### src/rtl/title_pkg.sv
// Shared definitions for the title-screen overlay sequencer.
// Contents: FSM state encoding, title bitmap geometry, default placement
// and the visible raster size of the VGA timing in use.
package title_pkg;

  typedef enum logic [2:0] {
    StIdle,
    StScroll,
    StHold,
    StExit,
    StDone
  } title_state_e;

  localparam int unsigned TITLE_WIDTH      = 216;
  localparam int unsigned TITLE_HEIGHT     = 36;
  localparam int unsigned X_POS_DEFAULT    = 225;
  localparam int unsigned TARGET_Y_DEFAULT = 5;
  localparam int unsigned H_VISIBLE        = 640;
  localparam int unsigned V_VISIBLE        = 480;

endpackage

### src/rtl/title_sequencer_if.sv
// Signal bundle between the sync counters / start button / title renderer
// and the title sequencer.
//   HCount, VCount : raster position from the sync generator
//   title_req      : level request for the title screen
//   start_btn      : raw asynchronous start button
//   pos_x_l/pos_y_t: title top-left position for the renderer
//   title_en       : renderer enable, title_rgb: lit-pixel colour
//   busy           : sequencer not idle, game_start: one-clk handoff pulse
// Modports: master drives the inputs (system/testbench), slave is the sequencer.
interface title_sequencer_if;
  logic [9:0] HCount;
  logic [9:0] VCount;
  logic       title_req;
  logic       start_btn;
  logic [9:0] pos_x_l;
  logic [9:0] pos_y_t;
  logic       title_en;
  logic [2:0] title_rgb;
  logic       busy;
  logic       game_start;

  modport master (
    output HCount, VCount, title_req, start_btn,
    input  pos_x_l, pos_y_t, title_en, title_rgb, busy, game_start
  );

  modport slave (
    input  HCount, VCount, title_req, start_btn,
    output pos_x_l, pos_y_t, title_en, title_rgb, busy, game_start
  );
endinterface

### src/rtl/frame_tick_gen.sv
// Frame tick generator: registers the "first blanking line, column 0"
// compare and emits a single-clk pulse on its rising edge, so one tick per
// frame regardless of how many clks each pixel lasts.
// Ports: clk, rst_n (sync, active low), h_count/v_count (raster position),
//        tick (one-clk pulse per frame).
module frame_tick_gen
  import title_pkg::*;
#(
  parameter int unsigned FRAME_LINE = V_VISIBLE
) (
  input  logic       clk,
  input  logic       rst_n,
  input  logic [9:0] h_count,
  input  logic [9:0] v_count,
  output logic       tick
);

  logic cond_q;
  logic cond_prev_q;

  always_ff @(posedge clk) begin
    if (!rst_n) begin
      cond_q      <= 1'b0;
      cond_prev_q <= 1'b0;
    end else begin
      cond_q      <= (h_count == 10'd0) && (v_count == 10'(FRAME_LINE));
      cond_prev_q <= cond_q;
    end
  end

  assign tick = cond_q & ~cond_prev_q;

endmodule

### src/rtl/title_sequencer.sv
// Title-screen overlay sequencer: scrolls the title in from START_Y to
// TARGET_Y, blinks it until the start button is pressed, scrolls it out
// upwards and then issues a one-clk game_start.
// Ports: clk, rst_n (sync, active low), bus (title_sequencer_if.slave).
// Build option: define TITLE_COLOR_CYCLE_EN to keep the title lit in HOLD
// and cycle title_rgb through 001..111 instead of blinking the enable.
module title_sequencer
  import title_pkg::*;
#(
  parameter int unsigned X_POS        = X_POS_DEFAULT,
  parameter int unsigned START_Y      = 440,
  parameter int unsigned TARGET_Y     = TARGET_Y_DEFAULT,
  parameter int unsigned STEP         = 4,
  parameter int unsigned BLINK_FRAMES = 30,
  parameter int unsigned FRAME_LINE   = V_VISIBLE
) (
  input logic               clk,
  input logic               rst_n,
  title_sequencer_if.slave  bus
);

  localparam int unsigned BlinkW = (BLINK_FRAMES > 1) ? $clog2(BLINK_FRAMES) : 1;

  title_state_e      state_q, state_d;
  logic [9:0]        pos_y_q, pos_y_d;
  logic              en_q, en_d;
  logic [2:0]        rgb_q, rgb_d;
  logic [BlinkW-1:0] blink_q, blink_d;
  logic              busy_q, busy_d;
  logic              game_start_q, game_start_d;

  logic btn_meta_q, btn_sync_q, btn_prev_q;
  logic press;
  logic tick;
  logic [9:0] scroll_y;

  frame_tick_gen #(
    .FRAME_LINE (FRAME_LINE)
  ) u_frame_tick_gen (
    .clk     (clk),
    .rst_n   (rst_n),
    .h_count (bus.HCount),
    .v_count (bus.VCount),
    .tick    (tick)
  );

  // Two-flop synchroniser plus edge detect: a held button gives one press.
  always_ff @(posedge clk) begin
    if (!rst_n) begin
      btn_meta_q <= 1'b0;
      btn_sync_q <= 1'b0;
      btn_prev_q <= 1'b0;
    end else begin
      btn_meta_q <= bus.start_btn;
      btn_sync_q <= btn_meta_q;
      btn_prev_q <= btn_sync_q;
    end
  end

  assign press = btn_sync_q & ~btn_prev_q;

  // Clamp at TARGET_Y; the compare is done in 11 bits so pos - STEP cannot wrap.
  assign scroll_y = ({1'b0, pos_y_q} < 11'(STEP + TARGET_Y)) ? 10'(TARGET_Y)
                                                             : pos_y_q - 10'(STEP);

  always_comb begin
    state_d      = state_q;
    pos_y_d      = pos_y_q;
    en_d         = en_q;
    rgb_d        = rgb_q;
    blink_d      = blink_q;
    game_start_d = 1'b0;

    unique case (state_q)
      StIdle: begin
        en_d  = 1'b0;
        rgb_d = 3'b001;
        if (bus.title_req) begin
          state_d = StScroll;
          pos_y_d = 10'(START_Y);
          en_d    = 1'b1;
        end
      end
      StScroll: begin
        if (!bus.title_req) begin
          state_d = StIdle;
          pos_y_d = 10'(START_Y);
          en_d    = 1'b0;
          rgb_d   = 3'b001;
        end else if (press) begin
          // Snap; the press is consumed here and does not also exit.
          state_d = StHold;
          pos_y_d = 10'(TARGET_Y);
          en_d    = 1'b1;
          blink_d = '0;
        end else if (tick) begin
          pos_y_d = scroll_y;
          if (scroll_y == 10'(TARGET_Y)) begin
            state_d = StHold;
            en_d    = 1'b1;
            blink_d = '0;
          end
        end
      end
      StHold: begin
        if (!bus.title_req) begin
          state_d = StIdle;
          pos_y_d = 10'(START_Y);
          en_d    = 1'b0;
          rgb_d   = 3'b001;
        end else if (press) begin
          state_d = StExit;
          en_d    = 1'b1;
          rgb_d   = 3'b001;
        end else if (tick) begin
          if (blink_q == BlinkW'(BLINK_FRAMES - 1)) begin
            blink_d = '0;
`ifdef TITLE_COLOR_CYCLE_EN
            rgb_d = (rgb_q == 3'b111) ? 3'b001 : rgb_q + 3'd1;
`else
            en_d  = ~en_q;
`endif
          end else begin
            blink_d = blink_q + BlinkW'(1);
          end
        end
      end
      StExit: begin
        // title_req and presses are ignored: the scroll-out always completes.
        if (tick) begin
          if (pos_y_q <= 10'(STEP)) begin
            state_d      = StDone;
            en_d         = 1'b0;
            game_start_d = 1'b1;
          end else begin
            pos_y_d = pos_y_q - 10'(STEP);
          end
        end
      end
      StDone: begin
        state_d = StIdle;
        pos_y_d = 10'(START_Y);
      end
      default: state_d = StIdle;
    endcase

    busy_d = (state_d != StIdle);
  end

  always_ff @(posedge clk) begin
    if (!rst_n) begin
      state_q      <= StIdle;
      pos_y_q      <= 10'(START_Y);
      en_q         <= 1'b0;
      rgb_q        <= 3'b001;
      blink_q      <= '0;
      busy_q       <= 1'b0;
      game_start_q <= 1'b0;
    end else begin
      state_q      <= state_d;
      pos_y_q      <= pos_y_d;
      en_q         <= en_d;
      rgb_q        <= rgb_d;
      blink_q      <= blink_d;
      busy_q       <= busy_d;
      game_start_q <= game_start_d;
    end
  end

  assign bus.pos_x_l    = 10'(X_POS);
  assign bus.pos_y_t    = pos_y_q;
  assign bus.title_en   = en_q;
  assign bus.title_rgb  = rgb_q;
  assign bus.busy       = busy_q;
  assign bus.game_start = game_start_q;

endmodule

### src/flat_wrapper.sv
// flat-port wrapper written by rule: the top's interface ports become plain ports
module title_sequencer_flat import title_pkg::*;
#(
  parameter int unsigned X_POS        = X_POS_DEFAULT,
  parameter int unsigned START_Y      = 440,
  parameter int unsigned TARGET_Y     = TARGET_Y_DEFAULT,
  parameter int unsigned STEP         = 4,
  parameter int unsigned BLINK_FRAMES = 30,
  parameter int unsigned FRAME_LINE   = V_VISIBLE
)
  (clk, rst_n, bus_HCount, bus_VCount, bus_title_req, bus_start_btn, bus_pos_x_l, bus_pos_y_t, bus_title_en, bus_title_rgb, bus_busy, bus_game_start);
  title_sequencer_if bus_i ();
  input logic clk;
  input logic rst_n;
  input wire logic [$bits(bus_i.HCount)-1:0] bus_HCount;
  input wire logic [$bits(bus_i.VCount)-1:0] bus_VCount;
  input wire logic [$bits(bus_i.title_req)-1:0] bus_title_req;
  input wire logic [$bits(bus_i.start_btn)-1:0] bus_start_btn;
  output wire logic [$bits(bus_i.pos_x_l)-1:0] bus_pos_x_l;
  output wire logic [$bits(bus_i.pos_y_t)-1:0] bus_pos_y_t;
  output wire logic [$bits(bus_i.title_en)-1:0] bus_title_en;
  output wire logic [$bits(bus_i.title_rgb)-1:0] bus_title_rgb;
  output wire logic [$bits(bus_i.busy)-1:0] bus_busy;
  output wire logic [$bits(bus_i.game_start)-1:0] bus_game_start;
  assign bus_i.HCount = bus_HCount;
  assign bus_i.VCount = bus_VCount;
  assign bus_i.title_req = bus_title_req;
  assign bus_i.start_btn = bus_start_btn;
  assign bus_pos_x_l = bus_i.pos_x_l;
  assign bus_pos_y_t = bus_i.pos_y_t;
  assign bus_title_en = bus_i.title_en;
  assign bus_title_rgb = bus_i.title_rgb;
  assign bus_busy = bus_i.busy;
  assign bus_game_start = bus_i.game_start;
  title_sequencer #(.X_POS(X_POS), .START_Y(START_Y), .TARGET_Y(TARGET_Y), .STEP(STEP), .BLINK_FRAMES(BLINK_FRAMES), .FRAME_LINE(FRAME_LINE)) u_core (.clk(clk), .rst_n(rst_n), .bus(bus_i));
endmodule
### config.mk
export PLATFORM = sky130hd
export DESIGN_NAME = title_sequencer_flat
export DESIGN_NICKNAME = d
export VERILOG_FILES = /design/src/rtl/title_pkg.sv /design/src/rtl/title_sequencer_if.sv /design/src/rtl/frame_tick_gen.sv /design/src/rtl/title_sequencer.sv /design/src/flat_wrapper.sv
export SDC_FILE = /design/constraint.sdc
export NUM_CORES = 1
export LEC_CHECK = 0
export CORE_AREA = 2 2 56 71
export CTS_CLUSTER_DIAMETER = 120
export DETAILED_ROUTE_END_ITERATION = 7
export DIE_AREA = 0 0 58 73
export PLACE_DENSITY_LB_ADDON = 0.2
export SYNTH_ARGS = -nofsm -noshare
export SYNTH_HDL_FRONTEND = slang
export SYNTH_SLANG_ARGS = --single-unit
export TNS_END_PERCENT = 30
### constraint.sdc
create_clock -name clk -period 3.83 [get_ports clk]
set_clock_uncertainty 0.05 [all_clocks]
set_input_delay 0.383 -clock clk [delete_from_list [all_inputs] [get_ports clk]]
set_output_delay 0.383 -clock clk [all_outputs]
set_load 0.05 [all_outputs]
==> metrics.log <==
[metrics] height of the die: 73 um
[metrics] hold_sp: u_core.u_frame_tick_gen.cond_q
[metrics] endpoint type of the worst setup path: flip-flop
[metrics] total global routing overflow: 0
[metrics] worst ir drop on vdd: 0.180 mV
[metrics] number of pins with negative max-slew slack in the final report: 0
[metrics] vias in the first global route: 1530
[metrics] count of fill cells added during filler insertion: 350
[metrics] share of layout cells above drive strength 1: 0.0565
[metrics] sequential element share of the synthesized area: 0.292
[metrics] synthesized area: 1780 sq um
[metrics] predominant post-synthesis flop cell: dfxtp_1
[metrics] number of warnings printed during yosys synthesis: 0
[metrics] Total Routing Usage GR: 0.213
[metrics] via count of the routed design: 1722
[metrics] Crit Reg-Reg Endpoint: u_core.bus.pos_y_t[4]
[metrics] Via density: 5.98
[metrics] total core area: 3630 sq um
[metrics] Final HPWL DP: 3220 um
[metrics] number of H-tree branching levels: 1
[metrics] Hold Path Cell Cnt: 1
[metrics] top cells by area in the synthesized netlist: dfxtp_1 (29%), buf_4 (5.9%), ha_1 (4.2%)
[metrics] number of max-cap violations: 0
[metrics] top cell type's share of synthesized area: 0.292
[metrics] worst path arrival time: 2720 ps
[metrics] Setup Crit Path Kind: flip-flop to flip-flop
[metrics] Ant. Diodes: 0
[metrics] worst path cell trace: inv_1, ha_1, a21oi_1, o21ba_1, o2111a_1, o21ai_0, a221o_1
[metrics] hold_buf cts: 0
[metrics] outcome: completed
[metrics] placer's final routability congestion estimate: 0.863
[metrics] leakage power: 0.781 nW
[metrics] hold-critical path endpoint: u_core.u_frame_tick_gen.cond_prev_q
[metrics] remaining design rule violation count: 0
[metrics] # port buffers: 36
[metrics] Final Hold Vio Count: 0
[metrics] relative max-transition margin: 0.626
[metrics] Setup WS post-layout: 1230 ps
[metrics] largest net degree at the start of global routing: 23
[metrics] total non-filler cell area in the finished layout: 2130 sq um
[metrics] count of boundary I/O pins: 50
[metrics] antenna violation net count after detailed routing: 0
[metrics] worst reg2reg startpoint: u_core.bus.pos_y_t[2]
[metrics] period utilization: 0.678
[metrics] peak clock frequency supported by timing: 0.385 GHz
[metrics] endpoint required time on the critical path: 3950 ps
[metrics] average size of a mapped cell: 8.07 sq um
[metrics] Bufs on Longest Clock Path: 2
[metrics] leading cell type in the layout, fill and taps excluded: clkdlybuf4s50_1
[metrics] aggregate negative setup slack: 0 ps
[metrics] clock insertion delay at the later pin of the skew report: 270 ps
[metrics] total wire length after detailed routing: 4340 um
[metrics] Final min period: 2600 ps
[metrics] placed cell area: 2080 sq um
[metrics] post-synthesis cell count: 221
[metrics] maximum cell stage delay along the critical path: 500 ps
[metrics] NumNets Final: 279
[metrics] Register Area: 520 sq um
[metrics] cell taking the most area after synthesis: dfxtp_1
[metrics] total setup violations reported at the end of the flow: 0
[metrics] Initial Utilization: 0.491
[metrics] actual transition at the worst max-transition pin: 559 ps
[metrics] width of the die: 58 um
[metrics] Detailed Routing Iterations Pass 1: 4
[metrics] number of clock sinks: 26
[metrics] part of the power in the clock network: 0.297
[metrics] EDFF count, synth: 0
[metrics] Initial DRC Count: 70
[metrics] Largest delay share family, worst path: compound AO/OA/AOI/OAI gates
[metrics] clock transition time at the flip-flop clock pins of the worst setup and hold paths: 90 ps
[metrics] average wire per cell in the routed design: 15.1 um
[metrics] number of distinct library cell variants in the gate-level netlist after synthesis: 54
[metrics] Async S/R FF share, synth: 0
[metrics] Multi-input gate area: 1110 sq um
[metrics] full die area: 4230 sq um
[metrics] commonest cells after routing, fill and taps aside: clkdlybuf4s50_1 (36), dfxtp_1 (26), nand2_1 (19)
[metrics] Comb power frac: 0.230
[metrics] Layout area overhead: 19.6%
[metrics] Root Buffer: clkbuf_8
[metrics] Power per Cell Area: 285 nW/um^2
[metrics] Post-Route Hold Slack: 436 ps
[metrics] RSZ-0062 raised after global routing: no
[metrics] net switching power figure: 0.000189 W
[metrics] Placement Setup Slack: 1290 ps
[metrics] class of the most critical hold timing path: flip-flop to flip-flop
[metrics] number of antenna violations at the first check in global routing: 0
[metrics] slack of the worst reg-to-reg path: 1230 ps
[metrics] CP bufs+invs: 1
[metrics] power after layout: 0.000608 W
[metrics] Resized cells post-CTS: 0
[metrics] crit path max-delay cell type: dfxtp_1
[metrics] logic depth of the worst register-to-register path: 7
[metrics] internal power: 0.000419 W
[metrics] first-pass GRT wire length: 7060 um
[metrics] TritonCTS clock tree: yes
[metrics] post-CTS setup repair buffer count: 0
[metrics] number of rows in the core area: 25
[metrics] maximum net fanout on the critical path: 12
[metrics] flip-flop and latch count after synthesis: 26
[metrics] total clock buffers created by CTS: 3
[metrics] fraction of power spent switching nets: 0.311
[metrics] category of the worst setup path launch point: flip-flop
[metrics] part of the power in registers: 0.473
worst max path at each step:
stage	startpoint	to	slack, ps	depth (start not counted)
6_report	u_core.bus.pos_y_t[2]	u_core.bus.pos_y_t[4]	1230	7
5_1_grt	u_core.bus.pos_y_t[2]	u_core.bus.pos_y_t[4]	1060	7
4_1_cts	u_core.bus.pos_y_t[2]	u_core.bus.pos_y_t[4]	1270	7
3_5_place_dp	u_core.bus.pos_y_t[2]	u_core.bus.pos_y_t[4]	1290	7
3_3_place_gp	u_core.bus.pos_y_t[2]	u_core.bus.pos_y_t[4]	1370	7
2_1_floorplan	u_core.bus.pos_y_t[2]	u_core.blink_q[3]	1280	9
power by group through the flow:
| stage | clock, W | sequential [W] | combinational [W] |
|---|---|---|---|
| 2_1_floorplan | 0 | 0.000305 | 0.0000942 |
| 3_3_place_gp | 0 | 0.000294 | 0.000138 |
| 3_5_place_dp | 0 | 0.000294 | 0.000139 |
| 4_1_cts | 0.000183 | 0.000288 | 0.000140 |
| 5_1_grt | 0.000189 | 0.000289 | 0.000151 |
| 6_report | 0.000181 | 0.000288 | 0.000140 |
Yosys cell counts (all sizes together) (2+ instances only):
library cell  instances
dfxtp                26
nand2                20
buf                  18
nor2                 16
a21oi                13
nor4                 10
o21ai                 9
nand2b                8
and2                  7
clkbuf                7
inv                   7
ha                    6
nor3                  6
a31oi                 5
nand3                 5
a41oi                 4
nand4                 4
nor2b                 4
o31ai                 4
a311oi                3
nor4b                 3
o2111ai               3
a221o                 2
and3                  2
conb                  2
nand3b                2
nand4b                2
o211a                 2
o211ai                2
o21a                  2
or4b                  2
xnor2                 2
logic make-up (layout without fill, tap and decap cells):
kind of cell	after synthesis	in the layout	synth area share
other	2	13	0.00421
muxes	1	1	0.00561
buffers and inverters	32	48	0.107
adders and majority gates	6	6	0.0421
AOI/OAI and AO/OA	57	57	0.227
and+or+nand+nor	95	95	0.312
xor gates and xnor gates	2	2	0.00983
DFF	26	26	0.292
registers in the layout (all words and copies together) (netlist names):
register	count
u_core.bus.title_en	1
u_core.bus.busy	1
u_core.btn_prev_q	1
u_core.btn_meta_q	1
u_core.blink_q	5
u_core.state_q	3
u_core.btn_sync_q	1
u_core.u_frame_tick_gen.cond_prev_q	1
u_core.bus.pos_y_t	10
u_core.bus.game_start	1
u_core.u_frame_tick_gen.cond_q	1
per-stage QoR:
stage,util,cells
final,0.588,288
after global routing,0.588,288
after CTS,0.588,288
after detailed placement,0.572,284
after global placement,0.572,284
after floorplan,-,232
metal layers:
layer | wire length [um] | share of wire | global-route usage
met3 | 214 | 0.049 | 0.0266
met2 | 2210 | 0.51 | 0.385
met5 | 0 | 0 | 0
met1 | 1820 | 0.42 | 0.253
met4 | 91 | 0.021 | 0.0775
worst register-to-register path: cells and delay by family, from the launching register on:
kind                     cells  cell delay, ps
AO/OA/AOI/OAI                5            1490
flip-flops                   1             500
adder cells (fa/ha/maj)      1             320
buffers and inverters        1             130
layout make-up:
cell class              count  area share
repair buffers             37       0.173
inverters                   7      0.0123
well taps                  40      0.0235
multi-input cells         174       0.522
clock buffers               4      0.0258
flip-flops and latches     26       0.244
(Power assumes the default switching activity.)
